===== config.mk =====
export PLATFORM = sky130hd
export DESIGN_NAME = timer_mmss_down
export DESIGN_NICKNAME = d
export VERILOG_FILES = /design/src/rtl/timer_pkg.sv /design/src/rtl/bcd_down_digit.sv /design/src/rtl/timer_mmss_down.sv
export SDC_FILE = /design/constraint.sdc
export NUM_CORES = 1
export LEC_CHECK = 0
export ABC_CLOCK_PERIOD_IN_PS = 3900
export CORE_UTILIZATION = 40
export DETAILED_ROUTE_END_ITERATION = 12
export PLACE_DENSITY = 0.72
export SYNTH_ARGS = -nofsm -noshare
export SYNTH_HDL_FRONTEND = slang
export SYNTH_HIERARCHICAL = 1
export SYNTH_SLANG_ARGS = --single-unit

===== constraint.sdc =====
create_clock -name clock -period 3.9 [get_ports clock]
set_input_delay 0.975 -clock clock [delete_from_list [all_inputs] [get_ports clock]]
set_output_delay 0.975 -clock clock [all_outputs]
set_load 0.01 [all_outputs]

===== src/rtl/timer_pkg.sv =====
// timer_pkg: shared state encoding, BCD limit and load clamp helper for the MM:SS countdown timer
package timer_pkg;
   typedef enum logic [1:0] {
      S_IDLE  = 2'd0,
      S_RUN   = 2'd1,
      S_PAUSE = 2'd2,
      S_DONE  = 2'd3
   } state_t;
   localparam logic [3:0] BCD_MAX = 4'd9;
   function automatic logic [3:0] bcd_clamp(input logic [3:0] value, input logic [3:0] max);
      return (value > max) ? max : value;
   endfunction
endpackage


===== src/rtl/bcd_down_digit.sv =====
// bcd_down_digit: one BCD down-counting digit that reloads MAX on borrow
//   clock/clrn : clock, async active-low reset (digit clears to 0)
//   ld/ld_val  : synchronous load, overrides dec
//   dec        : decrement this cycle; at 0 the digit reloads MAX
//   digit      : current value
//   is_zero    : digit == 0, feeds the borrow chain in the parent
module bcd_down_digit
   import timer_pkg::*;
#(
   parameter logic [3:0] MAX = BCD_MAX
) (
   input  logic       clock,
   input  logic       clrn,
   input  logic       ld,
   input  logic [3:0] ld_val,
   input  logic       dec,
   output logic [3:0] digit,
   output logic       is_zero
);
   logic [3:0] digit_q, digit_d;
   always_comb digit_d = ld ? ld_val : dec ? ((digit_q == 4'd0) ? MAX : digit_q - 4'd1) : digit_q;
   always_ff @(posedge clock or negedge clrn)
      if (!clrn) digit_q <= 4'd0;
      else digit_q <= digit_d;
   assign digit   = digit_q;
   assign is_zero = (digit_q == 4'd0);
endmodule


===== src/rtl/timer_mmss_down.sv =====
// timer_mmss_down: four-digit BCD MM:SS countdown timer with run control and done pulse
//   clock/clrn        : clock, async active-low reset
//   loadn, data_*     : synchronous active-low load of clamped digits, returns to IDLE
//   enable            : 1-cycle tick strobe, one decrement per sampled high while running
//   start/stop        : run control, stop wins when both are high
//   min_*/sec_*       : current digits
//   zero              : all digits 0 (combinational)
//   running           : state is RUN
//   done              : one-cycle pulse after the 00:01 -> 00:00 tick
module timer_mmss_down
   import timer_pkg::*;
#(
   parameter logic [3:0] SEC_TENS_MAX = 4'd5,
   parameter logic [3:0] MIN_TENS_MAX = 4'd9
) (
   input  logic       clock,
   input  logic       clrn,
   input  logic       loadn,
   input  logic       enable,
   input  logic       start,
   input  logic       stop,
   input  logic [3:0] data_mt,
   input  logic [3:0] data_mo,
   input  logic [3:0] data_st,
   input  logic [3:0] data_so,
   output logic [3:0] min_tens,
   output logic [3:0] min_ones,
   output logic [3:0] sec_tens,
   output logic [3:0] sec_ones,
   output logic       zero,
   output logic       running,
   output logic       done
);
   state_t state_q;
   logic   done_q;
   logic   so_z, st_z, mo_z, mt_z;
   logic   ld, tick, last;
   assign ld = !loadn;
   // load and stop both swallow a same-cycle strobe; zero never coexists with RUN
   assign tick = (state_q == S_RUN) && enable && loadn && !stop;
   assign last = tick && mt_z && mo_z && st_z && (sec_ones == 4'd1);
   bcd_down_digit #(.MAX(BCD_MAX)) u_so (
      .clock(clock), .clrn(clrn), .ld(ld), .ld_val(bcd_clamp(data_so, BCD_MAX)),
      .dec(tick), .digit(sec_ones), .is_zero(so_z));
   bcd_down_digit #(.MAX(SEC_TENS_MAX)) u_st (
      .clock(clock), .clrn(clrn), .ld(ld), .ld_val(bcd_clamp(data_st, SEC_TENS_MAX)),
      .dec(tick && so_z), .digit(sec_tens), .is_zero(st_z));
   bcd_down_digit #(.MAX(BCD_MAX)) u_mo (
      .clock(clock), .clrn(clrn), .ld(ld), .ld_val(bcd_clamp(data_mo, BCD_MAX)),
      .dec(tick && so_z && st_z), .digit(min_ones), .is_zero(mo_z));
   bcd_down_digit #(.MAX(MIN_TENS_MAX)) u_mt (
      .clock(clock), .clrn(clrn), .ld(ld), .ld_val(bcd_clamp(data_mt, MIN_TENS_MAX)),
      .dec(tick && so_z && st_z && mo_z), .digit(min_tens), .is_zero(mt_z));
   assign zero = so_z && st_z && mo_z && mt_z;
   always_ff @(posedge clock or negedge clrn)
      if (!clrn) begin
         state_q <= S_IDLE;
         done_q  <= 1'b0;
      end else begin
         done_q <= 1'b0;
         if (ld) state_q <= S_IDLE;
         else if (stop) begin
            if (state_q == S_RUN) state_q <= S_PAUSE;
         end else if (start && ((state_q == S_IDLE && !zero) || state_q == S_PAUSE)) state_q <= S_RUN;
         else if (last) begin
            state_q <= S_DONE;
            done_q  <= 1'b1;
         end
      end
   assign running = (state_q == S_RUN);
   assign done    = done_q;
endmodule


# Word-level counts from Yosys, hierarchy flattened
# Index checks and enable logic that the tools add are counted.
dict set report op_classes {
  n_addsub 4
  magnitude_cmp 4
  n_eq_ne 9
  n_mux 25
  n_reduce_logical 24
}
# operator count
set ops {}
lappend ops {{$mux W4} 16}
lappend ops {{$logic_not A4 Y1} 4}
lappend ops {{$sub A4 B1 Y4 const B} 4}
lappend ops {{$logic_and A1 B1 Y1} 15}
lappend ops {{$gt A4 B4 Y1 const B} 3}
lappend ops {{$mux W2} 5}
lappend ops {{$ne A2 B1 Y1 const B} 4}
lappend ops {{$eq A4 B1 Y1 const B} 1}
lappend ops {{$gt A4 B3 Y1 const B} 1}
lappend ops {{$mux W1} 4}
lappend ops {{$ne A4 B1 Y1 const B} 1}
lappend ops {{$ne A3 B2 Y1 const B} 1}
lappend ops {{$eq A2 B1 Y1 const B} 1}
lappend ops {{$eq A2 B2 Y1 const B} 1}
lappend ops {{$logic_not A1 Y1} 2}
lappend ops {{$logic_not A2 Y1} 1}
lappend ops {{$reduce_and A2 Y1} 1}
lappend ops {{$logic_or A1 B1 Y1} 1}
dict set report totals {
  regBits 19
  out_inout_bits 19
}

# Depth between registers and ports, before layout
# Gate-level depths: netlist of the first run.
dict set report depth {
  word_depth 12
  depth_mapped 7
  depth_no_buf 7
}

# Modules after synthesis
# The synthesis of the first run kept the hierarchy.
# module n_inst cells_per_inst area_each_um2
set by_module_without_submodules {}
lappend by_module_without_submodules {{bcd_down_digit at u_mo ...} 3 22 224.0}
lappend by_module_without_submodules {timer_mmss_down 1 45 342.8}
lappend by_module_without_submodules {{bcd_down_digit at u_st} 1 20 197.7}

# Worst setup path after synthesis of the first run
# Ideal clock, no wire load.
dict set report synth_timing {
  path_type {input port to flip-flop}
  start {input port stop}
  end {register u_mt.digit_q[2] (netlist: u_mt/digit[2])}
  setup_time_ns 0.151
  arrival_ns 2.170
  path_slack_ns 1.579
  path_stages 7
  path_buffers 0
  cell_sequence {nor2_2 -> and4_4 -> and2_1 -> and3_1 -> nor3b_2 -> mux2i_1 -> o21ai_0}
}
dict set report synth_via {
  elab_chain_cells 6
}
# item line_no
set synth_rtl {}
lappend synth_rtl {{start, declared} timer_mmss_down.sv:21} ;# input logic stop,
lappend synth_rtl {{$logic_not A1 Y1} timer_mmss_down.sv:40} ;# assign tick = (state_q == S_RUN) && enable && loadn && !stop;
lappend synth_rtl {{$logic_and A1 B1 Y1} timer_mmss_down.sv:40}
lappend synth_rtl {{via tick} timer_mmss_down.sv:37} ;# logic ld, tick, last;
lappend synth_rtl {{$logic_and A1 B1 Y1 (3 in series)} timer_mmss_down.sv:53} ;# .dec(tick && so_z && st_z && mo_z), .digit(min_tens), .is_zero(mt_z));
lappend synth_rtl {{$ne A2 B1 Y1 (no line)} -}
lappend synth_rtl {{end signal, assigned} bcd_down_digit.sv:24} ;# else digit_q <= digit_d;
lappend synth_rtl {{end, declared} bcd_down_digit.sv:20} ;# logic [3:0] digit_q, digit_d;
# The timed path passes the listed nets, and every way through them passes these cells.
# A chain may end at the register's enable or synchronous reset.

# Final worst setup path of the first run
dict set report layout_timing {
  start {register u_st.digit_q[2] (netlist: u_st/digit[2])}
  end {output port zero}
}
dict set report layout_via {
  elab_chain_cells 4
}
# item line_no
set layout_rtl {}
lappend layout_rtl {{start, declared} bcd_down_digit.sv:20}
lappend layout_rtl {{start signal, assigned} bcd_down_digit.sv:24}
lappend layout_rtl {{$logic_not A4 Y1} bcd_down_digit.sv:26} ;# assign is_zero = (digit_q == 4'd0);
lappend layout_rtl {{via st_z} timer_mmss_down.sv:36} ;# logic so_z, st_z, mo_z, mt_z;
lappend layout_rtl {{$logic_and A1 B1 Y1 (3 in series)} timer_mmss_down.sv:54} ;# assign zero = so_z && st_z && mo_z && mt_z;
lappend layout_rtl {{end, declared} timer_mmss_down.sv:30} ;# output logic zero,
# The timed path passes the listed nets, and every way through them passes these cells.

==> impl_metrics.py, run 1 <==
metrics = {
    "status": {
        "status": "finished with violations",
        "violations": "DRC",
    },
    "min_path": {
        "min_path_type": "flip-flop to flip-flop",
        "min_from": "u_st/digit[3]$_DFFE_PN0P_",
    },
    "finish": {
        "final_cells": 203,
        "num_antenna_cells": 0,
        "area_delta_synth_final_pct": 37.56,
        "utilization_pct": 59.46,
        "final_common_cell": "clkdlybuf4s50_1",
        "final_layout_size_suffix_gt1_share_pct": 11.63,
        "final_cell_mix": "clkdlybuf4s50_1, dfrtp_1, o21ai_0",
        "finalNetCount": 195,
    },
    "detailed_routing": {
        "wire_per_inst_microns": 13.24,
        "drc": 8,
        "drt-initial-drc-count": 29,
        "via_per_inst": 5.330,
        "drt.antenna.violating_nets": 0,
        "routed_wl_microns": 2687,
        "first_pass_iters": 8,
        "via_count": 1082,
    },
    "timing": {
        "hold_slack_ns": 0.5948,
        "slew_violations": 0,
        "layout_min_cycle_time_ns": 3.119,
        "worstMarginPinSlew_ns": 0.8728,
        "period_share_pct": 79.98,
        "rsz0062_at_grt": "false",
        "clock.fmax_mhz": 320.6,
        "maxSlewHeadroom_pct": 41.63,
        "hold_viol": 0,
        "finalSetupTns_ns": 0,
        "clock_skew_ns": 0.01426,
        "setup_viol": 0,
    },
    "synthesis": {
        "synthFlopType": "dfrtp_1",
        "ys_seq_elements": 19,
        "yosys_warnings": 6,
        "postSynth.asyncResetShare_pct": 100.0,
        "synth.distinct_cells": 31,
        "netlist_instances": 131,
        "synth_nets": 153,
        "netlist_area_sq_um": 1212,
        "synth-seq-area-share_pct": 39.22,
        "syn_avg_cell_area_sq_um": 9.255,
        "synth_edf_count": 0,
    },
    "placement": {
        "hpwl_microns": 1992,
        "placedCellCount": 199,
        "gp_congestion": 0.7811,
        "port_buffers": 40,
    },
    "job": {
        "drv.max_cap_violation_count": 0,
    },
    "floorplanning": {
        "fp.dieH_microns": 57.06,
        "pin_count": 41,
        "core_region_area_sq_um": 2805,
        "die_w_microns": 57.06,
        "rows": 19,
        "die-area_sq_um": 3255,
        "start_util_pct": 43.22,
    },
    "clock_tree": {
        "cts_buffers": 3,
        "holdBufCountCts": 0,
        "cts_resized": 0,
        "clk_latency_ns": 0.30,
        "htree_levels": 1,
        "cts_tree": "built",
        "cts_setup_buffers": 0,
        "cts_buffer_depth": 2,
        "path_clk_slew_ns": 0.10,
        "cts_root_buffer": "clkbuf_4",
        "clock-sinks": 19,
    },
    "pwr": {
        "p_clk_share_pct": 22.0,
        "leakagePower_uw": 0.0006507,
        "sequentialPowerShare_pct": 52.8,
        "power_density_nw_per_um2": 274.4,
        "internal-power_uw": 322.0,
        "switchingPower_uw": 135.6,
        "switching_share_pct": 29.63,
        "vdd_drop_max_mv": 0.1321,
        "power_uw": 457.6,
        "p_comb_share_pct": 25.2,
    },
    "grt": {
        "overflow": 0,
        "grt_max_degree": 34,
        "grt.total_usage_pct": 17.31,
        "antenna_found_initial": 0,
        "grt_pass1_wl_microns": 4471,
        "first_global_vias": 1038,
    },
    "setup_path": {
        "start_kind": "flip-flop",
        "critPathCaptureType": "output pin",
        "crit_slowest_cell": "clkdlybuf4s50_1",
        "cp_max_fo": 5,
        "rr_startpoint": "u_so/digit[2]$_DFFE_PN0P_",
        "crit_required_ns": 2.92,
        "crit_start": "u_st/digit[2]$_DFFE_PN0P_",
        "critical_path.max_stage_delay_ns": 0.53,
        "crit_buf_inv": 2,
        "cp_data_arrival_time_ns": 2.14,
        "path_cells": "nor4_1, nand4_1, inv_1, clkdlybuf4s50_1",
        "critical-path-top-delay-family": "simple AND/OR/NAND/NOR gates",
        "worstSetupPathType": "flip-flop to output pin",
    },
}
-- through the flow --
stage	setup slack, ns	instance area (sq um)
finish	0.7807	1668
global route	0.6191	1668
CTS	0.7538	1668
detailed placement	0.8799	1640
global placement	0.9826	1640
floorplan	1.579	1212
-- layer usage --
layer	wire length [microns]	share of wire [%]	track usage, %	up-vias
met2	1288	48	30.08	32
met3	129	4.8	1.361	6
met4	61	2.3	9.059	0
met1	1208	45	21.47	503
met5	0	0	0	-
li1	-	-	-	541
-- kinds of logic (layout without fill, tap and decap cells) --
| group | after synthesis | after routing | synth area share, % |
|---|---|---|---|
| simple gates | 60 | 60 | 35.09 |
| compound gates | 33 | 33 | 14.96 |
| flops | 19 | 19 | 39.22 |
| xor+xnor | 8 | 8 | 5.779 |
| buf+inv | 7 | 48 | 2.167 |
| mux | 3 | 3 | 2.477 |
| other cells | 1 | 1 | 0.3093 |
-- Yosys cell counts (3+ instances only) --
master,number,share of area [%]
mux2i_1,3,2.5
inv_1,4,1.2
clkbuf_1,3,0.93
nor4b_2,3,3.7
xnor2_1,8,5.8
nor2b_1,11,5.7
dfrtp_1,19,39
and2b_2,3,2.2
nor2_1,3,0.93
a21oi_1,9,3.7
o21ai_0,16,6.6
and3_1,3,1.5
nor3b_2,4,4.1
nand2_1,12,3.7
o21ai_1,4,1.7
nand2b_1,8,4.1
nor4_1,4,2.1
-- registers in the layout (all words and copies together), names as in the netlist --
name / flops
u_so/digit: 4
u_mo/digit: 4
u_st/digit: 4
state_q: 2
done: 1
u_mt/digit: 4
-- final cells by class --
type / instances / area (sq um)
Fill cell: 264 / 1137
Multi-Input combinational cell: 105 / 710.7
Sequential cell: 19 / 475.5
Timing Repair Buffer: 40 / 400.4
Tap cell: 31 / 38.79
Clock buffer: 3 / 22.52
Inverter: 4 / 15.01
Clock inverter: 1 / 5.005
-- worst reg2reg max path: stages (launching register included) --
cell,delay (ns)
dfrtp_1,0.49
nor4_1,0.42
and2_1,0.25
and3_1,0.26
nor3b_2,0.24
mux2i_1,0.19
o21ai_0,0.08
-- worst paths after layout --
path | depth (start not counted) | end | slack, ns
worst max-delay path | 4 | zero | 0.78
worst min-delay path | 2 | u_st/digit[3]$_DFFE_PN0P_ | 0.59
worst max register to register | 6 | u_mt/digit[2]$_DFFE_PN0P_ | 1.83
worst min register to register | 2 | u_st/digit[3]$_DFFE_PN0P_ | 0.59
max in group asynchronous | 1 | u_mt/digit[0]$_DFFE_PN0P_ | 2.20
min in group asynchronous | 1 | u_so/digit[0]$_DFFE_PN0P_ | 1.16
-- power groups by stage --
stage	Sequential (uW)	Clock [uW]	Combinational [uW]
floorplan	248	0	43.8
global placement	244	0	114
detailed placement	245	0	116
CTS	242	104	116
global route	245	113	125
finish	242	101	115
Power figures use the tool's default switching activity.
==> run 2: changes to the inputs <==
--- a/config.mk
+++ b/config.mk
@@ -5,7 +5,7 @@
 export SDC_FILE = /design/constraint.sdc
 export NUM_CORES = 1
 export LEC_CHECK = 0
-export ABC_CLOCK_PERIOD_IN_PS = 3900
+export ABC_CLOCK_PERIOD_IN_PS = 3100
 export CORE_UTILIZATION = 40
 export DETAILED_ROUTE_END_ITERATION = 12
 export PLACE_DENSITY = 0.72
==> constraint.sdc (replaced) <==
create_clock -name clock -period 3.1 [get_ports clock]
set_input_delay 0.775 -clock clock [delete_from_list [all_inputs] [get_ports clock]]
set_output_delay 0.775 -clock clock [all_outputs]
set_load 0.01 [all_outputs]
==> results of run 2 <==
Same layout as run 1 (identical final DEF). Status: finished with violations: DRC.
Among the figures that moved: setup slack after placement 0.8799 ns -> 0.2799 ns; setup slack after layout 0.7807 ns -> 0.1807 ns; register-to-register setup slack 1.83 ns -> 1.03 ns; total power 457.6 uW -> 575.7 uW; worst IR drop on VDD 0.1321 mV -> 0.1662 mV
==> run 3: changes to the inputs <==
--- a/config.mk
+++ b/config.mk
@@ -9,6 +9,7 @@
 export CORE_UTILIZATION = 40
 export DETAILED_ROUTE_END_ITERATION = 12
 export PLACE_DENSITY = 0.72
+export SKIP_CTS_REPAIR_TIMING = 1
 export SYNTH_ARGS = -nofsm -noshare
 export SYNTH_HDL_FRONTEND = slang
 export SYNTH_HIERARCHICAL = 1
==> results of run 3 <==
Same layout as run 1 (identical final DEF). Status: finished with violations: DRC.
Among the figures that moved: setup slack after placement 0.8799 ns -> 0.2799 ns; setup slack after layout 0.7807 ns -> 0.1807 ns; register-to-register setup slack 1.83 ns -> 1.03 ns; total power 457.6 uW -> 575.7 uW; worst IR drop on VDD 0.1321 mV -> 0.1662 mV
